$ cat config.mk
export PLATFORM = sky130hd
export DESIGN_NAME = counter_down_timer
export DESIGN_NICKNAME = d
export VERILOG_FILES = /design/src/rtl/counter_down_timer_pkg.sv /design/src/rtl/counter_down_core.sv /design/src/rtl/counter_down_timer.sv
export SDC_FILE = /design/constraint.sdc
export NUM_CORES = 1
export LEC_CHECK = 0
export ABC_CLOCK_PERIOD_IN_PS = 4150
export CORE_MARGIN = 10
export CORE_UTILIZATION = 40
export CTS_BUF_LIST = sky130_fd_sc_hd__clkbuf_4
export CTS_CLUSTER_DIAMETER = 40
export DETAILED_ROUTE_END_ITERATION = 8
export GPL_TIMING_DRIVEN = 0
export PLACE_DENSITY = 0.66
export SLEW_MARGIN = 20
export SYNTH_ARGS = -nofsm -noshare
export SYNTH_HDL_FRONTEND = slang
export SYNTH_SLANG_ARGS = --single-unit
$ cat constraint.sdc
create_clock -name clk -period 4.15 [get_ports clk]
set_input_delay 0.83 -clock clk [delete_from_list [all_inputs] [get_ports clk]]
set_output_delay 0.83 -clock clk [all_outputs]
set_load 0.05 [all_outputs]
$ cat src/rtl/counter_down_timer_pkg.sv
// Shared definitions for the down-counter/timer: FSM state encodings
// (IDLE = 0, RUN = 1, DONE = 2, the same values the other counter FSMs use).
package counter_down_timer_pkg;

  localparam int STATE_W = 2;

  typedef enum logic [STATE_W-1:0] {
    ST_IDLE = 2'd0,
    ST_RUN  = 2'd1,
    ST_DONE = 2'd2
  } state_t;

endpackage

$ cat src/rtl/counter_down_core.sv
// Datapath for the down-counter: a loadable register that can step down
// by one. It refuses to step below zero, so the count never wraps to all-ones.
// A load has priority over a decrement.
module counter_down_core #(
  parameter int WIDTH = 8
) (
  input  logic             clk,
  input  logic             reset_in,
  input  logic             load,
  input  logic [WIDTH-1:0] load_val,
  input  logic             dec,
  output logic [WIDTH-1:0] count,
  output logic             is_one
);

  localparam logic [WIDTH-1:0] ONE = {{(WIDTH-1){1'b0}}, 1'b1};

  // Count register: reset clears, load overrides, dec steps down with a zero floor
  always_ff @(posedge clk) begin
    if (reset_in) begin
      count <= '0;
    end else if (load) begin
      count <= load_val;
    end else if (dec && (count != '0)) begin
      count <= count - ONE;
    end
  end

  assign is_one = (count == ONE);

endmodule

$ cat src/rtl/counter_down_timer.sv
// Loadable down-counter/timer. Holds a reload value, counts down on en_in
// ticks while running, and pulses tc_out for one cycle at terminal count.
// It then stops in DONE (one-shot) or reloads and keeps running (periodic).
module counter_down_timer
  import counter_down_timer_pkg::*;
#(
  parameter int WIDTH = 8
) (
  input  logic             clk,
  input  logic             reset_in,
  input  logic [WIDTH-1:0] d_in,
  input  logic             load_in,
  input  logic             start_in,
  input  logic             en_in,
  input  logic             auto_reload_in,
  output logic [WIDTH-1:0] count_out,
  output logic             tc_out,
  output logic             busy_out,
  output logic             done_out
);

  state_t           state;
  state_t           state_nxt;
  logic [WIDTH-1:0] reload;
  logic             tc_nxt;
  logic             core_load;
  logic [WIDTH-1:0] core_val;
  logic             core_dec;
  logic             is_one;

  counter_down_core #(
    .WIDTH (WIDTH)
  ) u_core (
    .clk      (clk),
    .reset_in (reset_in),
    .load     (core_load),
    .load_val (core_val),
    .dec      (core_dec),
    .count    (count_out),
    .is_one   (is_one)
  );

  // Next-state and datapath control; priority is load > start > en tick
  always_comb begin
    state_nxt = state;
    core_load = 1'b0;
    core_val  = reload;
    core_dec  = 1'b0;
    tc_nxt    = 1'b0;
    if (load_in) begin
      // A load aborts any run silently and parks the timer in IDLE
      state_nxt = ST_IDLE;
      core_load = 1'b1;
      core_val  = d_in;
    end else if (start_in && (state != ST_RUN)) begin
      core_load = 1'b1;
      core_val  = reload;
      if (reload == '0) begin
        // Zero-length timer: terminal count is immediate
        state_nxt = ST_DONE;
        tc_nxt    = 1'b1;
      end else begin
        state_nxt = ST_RUN;
      end
    end else if ((state == ST_RUN) && en_in) begin
      if (is_one) begin
        tc_nxt = 1'b1;
        if (auto_reload_in) begin
          core_load = 1'b1;
          core_val  = reload;
        end else begin
          core_dec  = 1'b1;
          state_nxt = ST_DONE;
        end
      end else begin
        core_dec = 1'b1;
      end
    end
  end

  // State register
  always_ff @(posedge clk) begin
    if (reset_in) begin
      state <= ST_IDLE;
    end else begin
      state <= state_nxt;
    end
  end

  // Reload register and one-cycle terminal-count pulse
  always_ff @(posedge clk) begin
    if (reset_in) begin
      reload <= '0;
      tc_out <= 1'b0;
    end else begin
      tc_out <= tc_nxt;
      if (load_in) begin
        reload <= d_in;
      end
    end
  end

  assign busy_out = (state == ST_RUN);
  assign done_out = (state == ST_DONE);

endmodule

### Word level (Yosys, flattened, before mapping)

Cells that the tools add are included.

| word-level totals | value |
|---|---|
| word-level logic and storage cells | 42 |
| output and inout port bits | 11 |
| input bits | 14 |
| flip-flop bits (word level) | 19 |

| cells by class | value |
|---|---|
| equal/unequal tests | 5 |
| reduce and logical (&&, ||, !) cells | 10 |
| add/subtract/negate cells | 1 |
| multiplexer cells | 22 |

Operators with widths:

| kind | count |
|---|---|
| 8-bit 2-to-1 mux | 3 |
| 1-bit 2-to-1 mux | 14 |
| 2-bit 2-to-1 mux | 5 |
| 8-bit by 1-bit == test with 1-bit output, second input constant | 1 |
| 8-bit zero test | 1 |
| 8-bit nonzero test | 1 |
| 8-bit by 1-bit subtractor with 8-bit output, second input constant | 1 |
| 2-bit nonzero test | 3 |
| 2-bit by 1-bit != test with 1-bit output, second input constant | 2 |
| 1-bit logical AND | 3 |
| 3-bit AND reduction | 1 |
| 2-bit by 1-bit == test with 1-bit output, second input constant | 1 |
| 2-bit == test, second input constant | 1 |
| 2-bit OR reduction | 1 |

### Depth between registers and ports, before layout

| depth | value |
|---|---|
| word-level depth | 8 |
| depth in mapped cells | 6 |
| depth with buffers taken out | 6 |

### Cells and area by module

From an unflattened synthesis, not the netlist that was laid out.

| unflattened totals | value |
|---|---|
| cells, all modules | 110 |
| area total of the unflattened synthesis | 1082.3 um2 |

By module, submodules not included:

| module | area each (um2) | cells an instance | seq. area each (um2) | instances |
|---|---|---|---|---|
| counter_down_timer | 558.0 | 51 | 220.2 | 1 |
| counter_down_core | 524.3 | 59 | 160.2 | 1 |

### Least setup slack after synthesis

OpenSTA, ideal clock, no wires.

| path | value |
|---|---|
| kind | register -> register |
| from | reg u_core.count[1] |
| to | reg u_core.count[3] |
| arrival time | 1836 ps |
| cell stages (with the launch flop) | 7 |
| path slack | 2236 ps |
| data required time | 4072 ps |
| setup time | 78 ps |
| period minus slack after synthesis | 1914 ps |
| path buffers | 0 |
| cell sequence | dfxtp_1 -> inv_1 -> ha_1 -> a21o_2 -> and3_1 -> o311a_1 -> nor3_1 |

| on the way | value |
|---|---|
| longest elaborated chain between the ends | 7 |
| elaborated cells on any way between the ends | 15 |
| classes of those cells | 1 x add/sub; 1 x eq/ne; 10 x mux; 3 x reduce/logical |

RTL lines:

| element | line | text |
|---|---|---|
| start, declared | counter_down_core.sv:12 | `output logic [WIDTH-1:0] count,` |
| start signal, assigned | counter_down_core.sv:23 | `count <= load_val;` |
| start signal, assigned | counter_down_core.sv:25 | `count <= count - ONE;` |
| 8-bit by 1-bit == test with 1-bit output | counter_down_core.sv:29 | `assign is_one = (count == ONE);` |
| 1-bit 2-to-1 mux | counter_down_timer.sv:66 | `if (is_one) begin` |
| 1-bit 2-to-1 mux | counter_down_timer.sv:65 | `end else if ((state == ST_RUN) && en_in) begin` |
| 1-bit 2-to-1 mux | counter_down_timer.sv:55 | `end else if (start_in && (state != ST_RUN)) begin` |
| 1-bit 2-to-1 mux | counter_down_timer.sv:50 | `if (load_in) begin` |
| 1-bit logical AND | counter_down_core.sv:24 | `end else if (dec && (count != '0)) begin` |
| 2-bit nonzero test (no source line) | - |  |

Parallel ways exist; a longest one is shown, timed or not. The select of a mux whose other input is x is not followed.
A chain may end at the register's enable or synchronous reset.

### Final worst setup path

| path | value |
|---|---|
| from | reg state[0] |
| to | out busy_out |

| on the way | value |
|---|---|
| longest elaborated chain between the ends | 1 |

RTL lines:

| element | line | text |
|---|---|---|
| start, declared | counter_down_timer.sv:22 | `state_t state;` |
| start signal, assigned | counter_down_timer.sv:86 | `state <= state_nxt;` |
| 2-bit by 1-bit == test with 1-bit output | counter_down_timer.sv:103 | `assign busy_out = (state == ST_RUN);` |
| end, declared | counter_down_timer.sv:18 | `output logic busy_out,` |

Every way passes these cells.

==> impl_metrics.csv <==
group,metric,value,unit
setup_path,end_kind,"output pin",
sta,fin_crit_sh,62.88,%
route,drc,0,
floorplan,io-pin-count,25,
logic_synthesis,syn_area_per_cell,9.839,um2
grt,gr-usage-all-layers,9.474,%
logic_synthesis,syn-num-nets,126,
grt,grt_overflow,0,
finish,final_cell_area,1388,um2
sta,timing.slew.headroom,66.09,%
logic_synthesis,async_flop_share,0,%
clock_tree,clock_latency,0.29,ns
logic_synthesis,yosysTopAreaCell,"dfxtp_1",
place,gp_congestion,0.6965,
sta,rsz0062_at_grt,"false",
floorplan,rows,18,
grt,grt_start_max_net_pins,12,
finish,nFillCells,244,
worst_hold_path,worst_hold_path_type,"register to register",
place,hpwl,2060,um
setup_path,critPathKind,"register to output pin",
setup_path,cp-endpoint,"busy_out",
logic_synthesis,synth-edff-count,0,
setup_path,worstPathArrival,1.78,ns
finish,diodes,0,
power_and_ir_drop,power_density,313.3,nW/um2
setup_path,crit_chain,"nand2b_1 -> inv_1 -> clkdlybuf4s50_1",
logic_synthesis,yosysSeqAreaShare,35.14,%
logic_synthesis,synth.top_cells.by_area,"dfxtp_1 35%, mux2i_1 8.3%, nor2_1 4.2%",
setup_path,cpMaxStageDelayCell,"clkdlybuf4s50_1",
finish,finalNetCount,155,
power_and_ir_drop,vdd_drop_max,268.0,uV
setup_path,rr_worst_depth,6,
place,port_buffers,24,
clock_tree,cts_sinks,19,
logic_synthesis,synth.distinct_cells,45,
clock_tree,cts-root-buf,"clkbuf_4",
logic_synthesis,yosys.area.top_type_share,35.14,%
sta,max_freq,383.2,MHz
clock_tree,path_clk_slew,0.11,ns
route,vias,915,
logic_synthesis,synth_top_cells_by_count,"19 x dfxtp_1, 12 x nor2_1, 9 x mux2i_1",
floorplan,die_y,72.02,um
sta,finalSetupTns,0,ns
clock_tree,h-tree-depth,1,
logic_synthesis,syn_inst,110,
logic_synthesis,ys.flop_type,"dfxtp_1",
floorplan,initial_core_util,42.91,%
sta,fin_skew,0.004653,ns
grt,first_global_vias,904,
sta,worst_pin_slew,0.5070,ns
logic_synthesis,ys_ff_latch,19,
route,wl_per_cell,14.67,um
setup_path,cp_max_fo,6,
floorplan,chipWidth,72.02,um
run,cap_viol_max_count,0,
logic_synthesis,synth.most_common_cell,"dfxtp_1",
logic_synthesis,syn_area,1082,um2
setup_path,cp-start-kind,"register",
setup_path,r2r-start,"u_core.count[0]",
route,ant_nets,0,
setup_path,cp_num_buf_inv,2,
floorplan,fp.coreArea,2522,um2
sta,period_minus_slack,2.609,ns
run_status,status,"completed",
sta,setup_viol,0,
sta,hold_violations,0,
clock_tree,post-cts-setup-buffers,0,
power_and_ir_drop,power_leakage,0.5245,nW
finish,areaGrowthSynthToFinish,28.21,%
clock_tree,numCtsBuffers,3,
floorplan,die_area,5186,um2
setup_path,cp_slowest_stage_delay,0.80,ns
clock_tree,cts-resized-gates,0,
route,drt-initial-drc-count,88,
sta,final_max_slew_viol_count,0,
setup_path,reg2reg_to,"u_core.count[3]",
place,place_area,1360,um2
finish,drive_above_1_share,15.22,%
logic_synthesis,yosys_warnings,0,
setup_path,r2r_slack,2.47,ns
setup_path,cp.required,3.32,ns
clock_tree,clockBufferDepth,2,
setup_path,cp_num_cells,3,
route,viasPerCell,5.446,
grt,grt_pass1_wl,4209,um
clock_tree,cts_tree,"yes",
route,dr.pass1.iters,4,
clock_tree,postCtsHoldBufs,0,
setup_path,path_delay_family,"buffers and inverters",
route,routed_wirelength,2465,um
grt,antenna_found_initial,0,
setup_path,cp-startpoint,"state[0]",
worst reg2reg max path: cells and delay by family, from the launching register on:
kind / cells / cell delay (ns)
DFF: 1 / 0.43
AOI/OAI and AO/OA: 2 / 0.53
and+or+nand+nor: 2 / 0.38
buffers and inverters: 1 / 0.07
adders and majority gates: 1 / 0.21
report_power, final:
part           internal [mW]  total (mW)  switching, mW
registers              0.194       0.208         0.0141
logic                 0.0568       0.135         0.0780
clock network         0.0358      0.0915         0.0557
through the flow:
| step | power (mW) | setup WS (ns) | util [%] | hold WS [ns] | instances |
|---|---|---|---|---|---|
| 2_1_floorplan | 0.3039 | 2.236 | - | 0.4743 | 110 |
| 3_3_place_gp | 0.3466 | 1.785 | 53.92 | 0.5064 | 164 |
| 3_5_place_dp | 0.3477 | 1.771 | 53.92 | 0.5151 | 164 |
| 4_1_cts | 0.4371 | 1.534 | 55.01 | 0.5491 | 168 |
| 5_1_grt | 0.4580 | 1.398 | 55.01 | 0.5958 | 168 |
| 6_report | 0.4347 | 1.541 | 55.01 | 0.5462 | 168 |
layout make-up:
type | instances | area [um2] | area share, %
Buffer | 3 | 16.27 | 1.172
Clock buffer | 3 | 22.52 | 1.623
Sequential cell | 19 | 380.4 | 27.41
Inverter | 4 | 15.01 | 1.082
Tap cell | 30 | 37.54 | 2.705
Clock inverter | 1 | 5.005 | 0.3607
Timing Repair Buffer | 24 | 240.2 | 17.31
Multi-Input combinational cell | 84 | 670.6 | 48.33
cell families after synthesis:
family | Yosys count | synth area share, %
compound gates | 28 | 24.05
xor+xnor | 3 | 2.428
mux | 9 | 8.324
buf+inv | 7 | 2.889
simple gates | 42 | 24.86
fa+ha+maj | 2 | 2.312
flops | 19 | 35.14
cells in the final DEF, fill, tap and decap left out, types with 2 or more instances in the layout:
cell type	instances
clkbuf_4	3
a21oi_2	2
nor3_1	3
nand3_1	2
a21boi_1	5
a31oi_1	2
nand4_1	3
dfxtp_1	19
nor4_1	2
o2bb2ai_1	3
nor2_1	12
nand4b_1	2
ha_1	2
clkdlybuf4s50_1	24
nand2_1	5
mux2i_1	9
nor3_4	2
a211oi_2	3
inv_1	4
xnor2_1	2
a211oi_1	2
flip-flops by register name, summed over array words and instances, names as in the netlist:
signal,flops
reload,8
u_core.count,8
state,2
tc_out,1
worst min path at each step:
stage                end       from  cells after the start  slack (ns)
2_1_floorplan  reload[2]  reload[2]                      2        0.47
3_3_place_gp   reload[0]  reload[0]                      2        0.51
3_5_place_dp   reload[3]  reload[3]                      2        0.52
4_1_cts        reload[0]  reload[0]                      2        0.55
5_1_grt        reload[0]  reload[0]                      2        0.60
6_report       reload[3]  reload[3]                      2        0.55
layer usage:
layer	share of wire (%)	global-route usage [%]	wire, um	vias to the layer above
met4	0.73	2.796	18	0
met1	48	11.85	1186	418
met2	47	15.78	1161	18
met3	4.0	2.041	99	4
li1	-	-	-	475
met5	0	0	0	-
Note: power is estimated with default switching activity, not from simulation.
